**config.mk**
```make
export PLATFORM = sky130hd
export DESIGN_NAME = ddp_inject_arbiter_flat
export DESIGN_NICKNAME = d
export VERILOG_FILES = /design/src/rtl/ddp_inject_arbiter_if.sv /design/src/rtl/ddp_inject_arbiter.sv /design/src/flat_wrapper.sv
export SDC_FILE = /design/constraint.sdc
export NUM_CORES = 1
export LEC_CHECK = 0
export CAP_MARGIN = 15
export CORE_UTILIZATION = 30
export CTS_CLUSTER_DIAMETER = 100
export DETAILED_ROUTE_END_ITERATION = 10
export GPL_TIMING_DRIVEN = 0
export HOLD_SLACK_MARGIN = 0.12
export PLACE_DENSITY = 0.67
export SKIP_CTS_REPAIR_TIMING = 1
export SLEW_MARGIN = 20
export SYNTH_ARGS = -nofsm -noshare
export SYNTH_HDL_FRONTEND = slang
export SYNTH_SLANG_ARGS = --single-unit
```
**constraint.sdc**
```tcl
create_clock -name CP -period 2.2 [get_ports CP]
set_clock_uncertainty 0.2 [all_clocks]
set_input_delay 0.33 -clock CP [delete_from_list [all_inputs] [get_ports CP]]
set_output_delay 0.33 -clock CP [all_outputs]
set_load 0.02 [all_outputs]
```
**src/rtl/ddp_inject_arbiter_if.sv**
```systemverilog
// ----------------------------------------------------------------------------
// ddp_inject_arbiter_if
//   Bundles the source-side request/packet/ack lines, the pipeline-side
//   Send/Ack/packet lines and the status/error lines of ddp_inject_arbiter.
//
//   slave  : the arbiter's view (sources and pipeline ack in; ack, send,
//            packet, grant and status out)
//   master : the environment's view (sources, pipeline ack and error clear
//            driven; everything the arbiter produces observed)
// ----------------------------------------------------------------------------
interface ddp_inject_arbiter_if #(
   parameter int N_SRC = 4,
   parameter int PKT_W = 38
);
   localparam int ID_W = (N_SRC > 1) ? $clog2(N_SRC) : 1;

   logic [N_SRC-1:0]       SRC_SEND;
   logic [N_SRC*PKT_W-1:0] SRC_PACKET;
   logic [N_SRC-1:0]       SRC_ACK;
   logic                   DDP_SEND;
   logic [PKT_W-1:0]       DDP_PACKET;
   logic                   DDP_ACK;
   logic [ID_W-1:0]        GRANT_ID;
   logic                   BUSY;
   logic                   TIMEOUT_ERR;
   logic                   ERR_CLR;

   modport slave (
      input  SRC_SEND, SRC_PACKET, DDP_ACK, ERR_CLR,
      output SRC_ACK, DDP_SEND, DDP_PACKET, GRANT_ID, BUSY, TIMEOUT_ERR
   );

   modport master (
      output SRC_SEND, SRC_PACKET, DDP_ACK, ERR_CLR,
      input  SRC_ACK, DDP_SEND, DDP_PACKET, GRANT_ID, BUSY, TIMEOUT_ERR
   );
endinterface

```
**src/rtl/ddp_inject_arbiter.sv**
```systemverilog
// ----------------------------------------------------------------------------
// ddp_inject_arbiter
//   Round-robin arbiter sharing the single external packet input of the JOIN
//   dataflow pipeline among N_SRC sources. A winning source's packet is
//   captured and offered to the pipeline with a four-phase Send/Ack
//   handshake; the source is acknowledged (four-phase) only once the
//   pipeline has completed its return-to-zero. The pipeline Ack is
//   asynchronous and passes through a SYNC_STAGES-deep synchronizer. A
//   watchdog raises a sticky flag when a transfer stalls.
//
//   Ports
//     CP    : clock, all state on the rising edge
//     MR_N  : asynchronous active-low master reset
//     bus   : ddp_inject_arbiter_if.slave
//             SRC_SEND/SRC_PACKET/SRC_ACK  source handshakes and packets
//             DDP_SEND/DDP_PACKET/DDP_ACK  pipeline handshake and packet
//             GRANT_ID                     current or last granted source
//             BUSY                         high whenever not IDLE
//             TIMEOUT_ERR/ERR_CLR          sticky watchdog flag and clear
// ----------------------------------------------------------------------------
module ddp_inject_arbiter #(
   parameter int N_SRC       = 4,
   parameter int PKT_W       = 38,
   parameter int SYNC_STAGES = 2,
   parameter int TIMEOUT     = 255
) (
   input  logic                 CP,
   input  logic                 MR_N,
   ddp_inject_arbiter_if.slave  bus
);
   localparam int IDW  = (N_SRC > 1) ? $clog2(N_SRC) : 1;
   localparam int WD_W = (TIMEOUT > 0) ? $clog2(TIMEOUT + 1) : 1;
   localparam logic [WD_W-1:0] WD_MAX = WD_W'(TIMEOUT);

   typedef enum logic [1:0] {IDLE, SEND, RTZ, SACK} state_t;

   state_t                 state_q, state_d;
   logic [N_SRC-1:0]       src_ack_q, src_ack_d;
   logic                   ddp_send_q, ddp_send_d;
   logic [PKT_W-1:0]       pkt_q, pkt_d;
   logic [IDW-1:0]         grant_q, grant_d;
   logic [IDW-1:0]         rr_q, rr_d;
   logic                   busy_q, busy_d;
   logic                   err_q, err_d;
   logic [WD_W-1:0]        wd_q, wd_d;
   logic [SYNC_STAGES-1:0] sync_q, sync_d;

   logic                   ack_s;
   logic                   win_found;
   logic [IDW-1:0]         win_idx;
   logic [IDW-1:0]         cand_idx;
   logic [PKT_W-1:0]       src_pkt [N_SRC];

   // Ack synchronizer; only the last stage is ever looked at.
   assign sync_d = {sync_q[SYNC_STAGES-2:0], bus.DDP_ACK};
   assign ack_s  = sync_q[SYNC_STAGES-1];

   always_comb begin
      for (int i = 0; i < N_SRC; i++) begin
         src_pkt[i] = bus.SRC_PACKET[i*PKT_W +: PKT_W];
      end
   end

   // First requester at or above the RR pointer, wrapping around.
   always_comb begin
      win_found = 1'b0;
      win_idx   = '0;
      cand_idx  = '0;
      for (int k = 0; k < N_SRC; k++) begin
         cand_idx = IDW'((int'(rr_q) + k) % N_SRC);
         if (!win_found && bus.SRC_SEND[cand_idx]) begin
            win_found = 1'b1;
            win_idx   = cand_idx;
         end
      end
   end

   always_comb begin
      state_d    = state_q;
      src_ack_d  = src_ack_q;
      ddp_send_d = ddp_send_q;
      pkt_d      = pkt_q;
      grant_d    = grant_q;
      rr_d       = rr_q;
      unique case (state_q)
         IDLE: begin
            if (win_found) begin
               grant_d    = win_idx;
               pkt_d      = src_pkt[win_idx];
               ddp_send_d = 1'b1;
               state_d    = SEND;
            end
         end
         SEND: begin
            ddp_send_d = 1'b1;
            if (ack_s) begin
               ddp_send_d = 1'b0;
               state_d    = RTZ;
            end
         end
         RTZ: begin
            if (!ack_s) begin
               src_ack_d          = '0;
               src_ack_d[grant_q] = 1'b1;
               state_d            = SACK;
            end
         end
         SACK: begin
            // A source that already dropped its request gets a single-cycle ack.
            if (!bus.SRC_SEND[grant_q]) begin
               src_ack_d = '0;
               rr_d      = (grant_q == IDW'(N_SRC - 1)) ? '0 : grant_q + 1'b1;
               state_d   = IDLE;
            end
         end
         default: state_d = IDLE;
      endcase
   end

   assign busy_d = (state_d != IDLE);

   // Watchdog: counts SEND/RTZ cycles, saturates at TIMEOUT. The flag is set
   // only on the cycle the limit is reached, so a clear while still stalled
   // sticks; a set on the same edge as a clear wins.
   always_comb begin
      wd_d  = wd_q;
      err_d = err_q;
      if (state_d == IDLE) begin
         wd_d = '0;
      end else if ((state_q == SEND || state_q == RTZ) && wd_q != WD_MAX) begin
         wd_d = wd_q + 1'b1;
      end
      if (bus.ERR_CLR) begin
         err_d = 1'b0;
      end
      if (TIMEOUT > 0 && wd_q != WD_MAX && wd_d == WD_MAX) begin
         err_d = 1'b1;
      end
   end

   always_ff @(posedge CP or negedge MR_N) begin
      if (!MR_N) begin
         state_q    <= IDLE;
         src_ack_q  <= '0;
         ddp_send_q <= 1'b0;
         pkt_q      <= '0;
         grant_q    <= '0;
         rr_q       <= '0;
         busy_q     <= 1'b0;
         err_q      <= 1'b0;
         wd_q       <= '0;
         sync_q     <= '0;
      end else begin
         state_q    <= state_d;
         src_ack_q  <= src_ack_d;
         ddp_send_q <= ddp_send_d;
         pkt_q      <= pkt_d;
         grant_q    <= grant_d;
         rr_q       <= rr_d;
         busy_q     <= busy_d;
         err_q      <= err_d;
         wd_q       <= wd_d;
         sync_q     <= sync_d;
      end
   end

   assign bus.SRC_ACK     = src_ack_q;
   assign bus.DDP_SEND    = ddp_send_q;
   assign bus.DDP_PACKET  = pkt_q;
   assign bus.GRANT_ID    = grant_q;
   assign bus.BUSY        = busy_q;
   assign bus.TIMEOUT_ERR = err_q;
endmodule

```
**src/flat_wrapper.sv**
```systemverilog
// flat-port wrapper written by rule: the top's interface ports become plain ports
module ddp_inject_arbiter_flat 
#(
   parameter int N_SRC       = 4,
   parameter int PKT_W       = 38,
   parameter int SYNC_STAGES = 2,
   parameter int TIMEOUT     = 255
)
  (CP, MR_N, bus_SRC_SEND, bus_SRC_PACKET, bus_DDP_ACK, bus_ERR_CLR, bus_SRC_ACK, bus_DDP_SEND, bus_DDP_PACKET, bus_GRANT_ID, bus_BUSY, bus_TIMEOUT_ERR);
  ddp_inject_arbiter_if #(.N_SRC(N_SRC), .PKT_W(PKT_W)) bus_i ();
  input  logic CP;
  input  logic MR_N;
  input wire logic [$bits(bus_i.SRC_SEND)-1:0] bus_SRC_SEND;
  input wire logic [$bits(bus_i.SRC_PACKET)-1:0] bus_SRC_PACKET;
  input wire logic [$bits(bus_i.DDP_ACK)-1:0] bus_DDP_ACK;
  input wire logic [$bits(bus_i.ERR_CLR)-1:0] bus_ERR_CLR;
  output wire logic [$bits(bus_i.SRC_ACK)-1:0] bus_SRC_ACK;
  output wire logic [$bits(bus_i.DDP_SEND)-1:0] bus_DDP_SEND;
  output wire logic [$bits(bus_i.DDP_PACKET)-1:0] bus_DDP_PACKET;
  output wire logic [$bits(bus_i.GRANT_ID)-1:0] bus_GRANT_ID;
  output wire logic [$bits(bus_i.BUSY)-1:0] bus_BUSY;
  output wire logic [$bits(bus_i.TIMEOUT_ERR)-1:0] bus_TIMEOUT_ERR;
  assign bus_i.SRC_SEND = bus_SRC_SEND;
  assign bus_i.SRC_PACKET = bus_SRC_PACKET;
  assign bus_i.DDP_ACK = bus_DDP_ACK;
  assign bus_i.ERR_CLR = bus_ERR_CLR;
  assign bus_SRC_ACK = bus_i.SRC_ACK;
  assign bus_DDP_SEND = bus_i.DDP_SEND;
  assign bus_DDP_PACKET = bus_i.DDP_PACKET;
  assign bus_GRANT_ID = bus_i.GRANT_ID;
  assign bus_BUSY = bus_i.BUSY;
  assign bus_TIMEOUT_ERR = bus_i.TIMEOUT_ERR;
  ddp_inject_arbiter #(.N_SRC(N_SRC), .PKT_W(PKT_W), .SYNC_STAGES(SYNC_STAGES), .TIMEOUT(TIMEOUT)) u_core (.CP(CP), .MR_N(MR_N), .bus(bus_i));
endmodule
```
==> results of run 1 <==
==> layout make-up <==
type | count | area share, %
clock inverters | 5 | 0.454
flip-flops and latches | 61 | 23.1
well taps | 168 | 3.18
clock buffers | 9 | 3.40
multi-input cells | 277 | 32.8
inverters | 11 | 0.662
plain buffers | 27 | 3.03
repair buffers | 222 | 33.3
==> layer usage <==
layer	routed length [um]	global-route usage, %
met5	0	0
met4	110	4.24
met1	5250	23.3
met3	931	6.51
met2	6710	35.3
==> cell usage after synthesis (2+ instances only) <==
library cell	number	area (um2)
dfrtp_1	61	1530
mux2i_1	60	601
nand2_1	54	203
o221ai_1	29	254
a211oi_1	18	135
nor3b_1	18	135
nor2_1	13	48.8
clkbuf_1	12	45.0
inv_1	11	41.3
buf_2	10	50.1
ha_1	9	113
o31ai_1	9	67.6
a21oi_1	7	35.0
nor2b_1	6	37.5
and3_1	5	31.3
a31o_2	4	35.0
nand2b_1	4	25.0
o21ai_0	4	20.0
buf_6	3	33.8
nand3_1	3	15.0
xor2_1	3	26.3
a211oi_2	2	25.0
a311oi_1	2	17.5
buf_4	2	15.0
o211ai_1	2	15.0
o22ai_1	2	12.5
or4_1	2	15.0
==> registers in the layout, indices dropped and copies added, names as in the netlist <==
name                    flops
u_core.bus.DDP_PACKET      38
u_core.bus.BUSY             1
u_core.bus.GRANT_ID         2
u_core.bus.DDP_SEND         1
u_core.bus.SRC_ACK          4
u_core.sync_q               2
u_core.rr_q                 2
u_core.wd_q                 8
u_core.bus.TIMEOUT_ERR      1
u_core.state_q              2
==> where the power goes <==
group          leakage [nW]  internal, mW  switching [mW]  total [mW]
Clock                 0.123         0.741           0.492        1.23
Combinational          1.92          2.34            2.48        4.82
Sequential            0.761          1.61           0.307        1.92
Total                  2.80          4.69            3.28        7.97
==> cell families after synthesis <==
family,after synthesis
fa+ha+maj,9
mux,62
xor+xnor,4
buf+inv,38
flops,61
compound gates,89
simple gates,113
==> critical path, cell delays in order, from the launching register on <==
cell and delay [ps]:
dfrtp_2 440, inv_4 80, ha_4 200, buf_6 110, buf_4 150, and4_4 180, mux2i_2 150, or4_4 520
o32ai_2 240
==> stage by stage <==
stage,utilization [%],power (mW),area (um2),hold WS [ps],setup TNS (ps)
4_1_cts,52.2,7.66,6340,-271,-16420
2_1_floorplan,-,4.56,3800,-166,-131
3_5_place_dp,50.1,6.37,6090,73.0,-34740
3_3_place_gp,49.9,6.29,6070,140,-123550
5_1_grt,54.4,8.52,6620,181,-336
6_report,54.4,7.97,6620,159,-164
==> worst paths after layout <==
kind                                    from                endpoint  slack (ps)  cells after the start
max                        u_core.state_q[0]  u_core.bus.TIMEOUT_ERR        -160                      8
min                         u_core.sync_q[0]        u_core.sync_q[1]         160                      0
max reg2reg                u_core.state_q[0]  u_core.bus.TIMEOUT_ERR        -160                      8
min reg2reg                 u_core.sync_q[0]        u_core.sync_q[1]         160                      0
max in group asynchronous               MR_N  u_core.bus.GRANT_ID[1]        1000                      3
min in group asynchronous               MR_N          u_core.wd_q[5]         280                      2
==> flow_summary.ini, run 1 <==
[route]
routed_wl_um = 13000
wl_per_cell_um = 16.7
drt_iter0_markers = 166
firstDrtPassIters = 4
via_count = 3908
postRouteAntennaNets = 0
routed_via_density = 5.01
drc = 0

[synth]
synth-edff-count = 0
syn-num-nets = 545
synth-xor-area-share_pct = 0.924
synth_flop_cell = dfrtp_1
synthDistinctLibCells = 48
synthArstFlopShare_pct = 100
synth_top_family_by_area = compound AO/OA/AOI/OAI gates
synthSimpleGateAreaFrac_pct = 15.1
synth_compound_area_share_pct = 19.2
synth-adder-area-share_pct = 2.97
synth_seq_cells = 61
syn_area_mm2 = 0.00379
seq_area_frac_synth_pct = 40.3
synth_cells = 376
avgSynthCellArea_um2 = 10.1
synth_warnings = 0
synth_mux_area_share_pct = 16.7

[cells_and_area]
fin_nets = 778
seqCellArea_mm2 = 0.00153
multiInputGateArea_mm2 = 0.00217
final_cell_mix = clkdlybuf4s50_1 (201), dfrtp_1 (58), mux2i_1 (54)
antenna_cells_inserted = 0
final_common_cell = clkdlybuf4s50_1
area_growth_pct = 74.5
drive_above_1_share_pct = 13.7
fin_cells = 780
fillers = 1112

[power_and_ir_drop]
ir_drop_uv = 467
pwr_density_cell_mw_per_mm2 = 1210
p_leak_nw = 2.80

[setup_path]
path_class = reg -> reg
cp.arrival_ps = 2390
crit_path_start_kind = flop
end_kind = flop
crit_fanout = 7
cp.required_ps = 2230

[placement]
dpl.hpwl_um = 9870
port_buffers = 206
gp_congestion = 0.821
dp_slack_ps = -901
dp.cells = 751

[sta]
fin_crit_ps = 2360
setup_ws_ps = -164
tightest_slew_ps = 625
drv_slew = 0
rsz0062_at_grt = yes
setup_violations = 1
max-slew-margin-rel_pct = 58.4
fmax_ghz = 0.423
fin_crit_sh_pct = 107
hold_viol_final = 0

[clocking]
clk_latency_ps = 320
cts_tree = done
cts-htree-levels = 3
cts.clk_slew.worst_paths_ps = 50
cts-buffers-inserted = 9
cts.sinks = 61
cts_buffer_depth = 2
cts_root_buffer = clkbuf_16

[floorplan]
start_util_pct = 31.2
die_h_um = 114
dieWidth_um = 114
coreArea_mm2 = 0.0122
die-area_mm2 = 0.0131
num_io_pins = 207
rows = 40

[global_routing]
overflow = 0
grt_max_degree = 36
grt_pass1_wl_um = 20000
grt_pass1_vias = 4022
antenna_found_initial = 0
grt_util_all_layers_pct = 19.9

[status]
status = finished, violations left
violations = setup timing

[flow_run]
drv_cap = 0

[worst_hold_path]
hold_class = reg -> reg
(Power assumes the default switching activity.)
==> run 2, diff against run 1 <==
PLACE_DENSITY = 0.65   (was 0.67)
==> run 2 against run 1 <==
Net effect:
- the run still ends with setup timing left
- sequential power barely moved
- critical path depth is 1 lower
- non-clock buffer count down 4
- final cell count shrank 0.26%
- first-iteration DRC count fell by 17%
- setup slack worse by 18 ps
- via count about the same
- critical endpoint unchanged
==> flow_summary.ini, run 2 (synthesis gave the netlist of run 1 again) <==
[sta]
setup_ws_ps = -182
fin_crit_ps = 2380
drv_slew = 0
holdWs_ps = 141
fmax_ghz = 0.420
fin_crit_sh_pct = 108
rsz0062_at_grt = yes
tightest_slew_ps = 534
setup_violations = 1
max-slew-margin-rel_pct = 64.3
hold_viol_final = 0

[cells_and_area]
area_growth_pct = 75.4
fin_nets = 774
final_cell_mix = clkdlybuf4s50_1 (201), dfrtp_1 (58), mux2i_1 (57)
drive_above_1_share_pct = 12.6
fillers = 1090
final_common_cell = clkdlybuf4s50_1
largest_register_ffs = 38
antenna_cells_inserted = 0
multiInputGateArea_mm2 = 0.00216
seqCellArea_mm2 = 0.00153

[clocking]
cts.sinks = 61
cts.clk_slew.worst_paths_ps = 60
cts_buffer_depth = 2
cts-buffers-inserted = 9
cts_root_buffer = clkbuf_16
clk_latency_ps = 320
cts-htree-levels = 3
cts_tree = done

[setup_path]
end_kind = flop
crit_fanout = 4
worstPathCellList = inv_2, ha_4, nand2_1, or4_1, and3_4, or4_4, o32ai_2
cp_top_family = simple AND/OR/NAND/NOR gates
cp.arrival_ps = 2410
max_stage_delay_ps = 480
crit_path_start_kind = flop
timing.critical_path.buf_inv = 1
critPathSlowestCell = or4_1
path_class = reg -> reg
cp.required_ps = 2230

[floorplan]
num_io_pins = 207
rows = 40
die_h_um = 114
die-area_mm2 = 0.0131
coreArea_mm2 = 0.0122
dieWidth_um = 114
start_util_pct = 31.2

[route]
wl_per_cell_um = 17.5
via_count = 3906
drc = 0
routed_wl_um = 13600
postRouteAntennaNets = 0
drt_iter0_markers = 138
firstDrtPassIters = 5
routed_via_density = 5.02

[global_routing]
grt_util_all_layers_pct = 20.6
antenna_found_initial = 0
grt_pass1_vias = 4019
overflow = 0
grt_max_degree = 34
grt_pass1_wl_um = 20600

[worst_hold_path]
hold_class = reg -> reg

[status]
status = finished, violations left
violations = setup timing

[power_and_ir_drop]
p_leak_nw = 2.83
ir_drop_uv = 675
power.total_mw = 8.22
pwr_density_cell_mw_per_mm2 = 1240

[placement]
gp_congestion = 0.822
dp_slack_ps = -881
port_buffers = 206
dpl.hpwl_um = 10500

[flow_run]
drv_cap = 0
## run 2: metrics by stage
stage	area (um2)	TNS, ps	utilization, %	cells
3_5_place_dp	6090	-34830	50.1	751
6_report	6650	-182	54.7	778
2_1_floorplan	3800	-131	-	376
3_3_place_gp	6070	-133230	49.9	750
4_1_cts	6410	-16380	52.7	767
5_1_grt	6650	-312	54.7	778
## run 2: final timing paths
| path | start | endpoint | slack [ps] | cells after the start |
|---|---|---|---|---|
| setup / recovery | u_core.state_q[1] | u_core.bus.TIMEOUT_ERR | -180 | 7 |
| hold / removal | u_core.sync_q[0] | u_core.sync_q[1] | 140 | 0 |
| setup reg to reg | u_core.state_q[1] | u_core.bus.TIMEOUT_ERR | -180 | 7 |
| hold reg to reg | u_core.sync_q[0] | u_core.sync_q[1] | 140 | 0 |
| max in group asynchronous | MR_N | u_core.rr_q[1] | 950 | 3 |
| min in group asynchronous | MR_N | u_core.bus.DDP_PACKET[4] | 300 | 2 |
## run 2: cell type report
cell class / count / share of cell area [%]
repair buffers: 220 / 33.0
multi-input cells: 277 / 32.5
flip-flops and latches: 61 / 23.0
clock buffers: 12 / 3.86
well taps: 168 / 3.16
plain buffers: 25 / 2.88
clock inverters: 4 / 1.05
inverters: 11 / 0.621
## run 2: worst reg2reg max path: stages, from the launching register on
cell,delay (ps)
dfrtp_1,410
inv_2,80
ha_4,290
nand2_1,50
or4_1,480
and3_4,190
or4_4,410
o32ai_2,200
## run 2: power breakdown
part | leakage [nW] | switching (mW) | total [mW] | internal, mW
logic | 1.90 | 2.44 | 4.73 | 2.30
registers | 0.761 | 0.320 | 1.93 | 1.61
clock network | 0.163 | 0.505 | 1.55 | 1.05
total | 2.83 | 3.26 | 8.22 | 4.96
## run 2: routing by layer
metal  global-route usage [%]  vias up  wire, um
li1                         -     1870         -
met1                     22.5     1898      5210
met2                     37.7      126      7180
met3                     7.52       12      1080
met4                     4.85        0       139
met5                        0        -         0
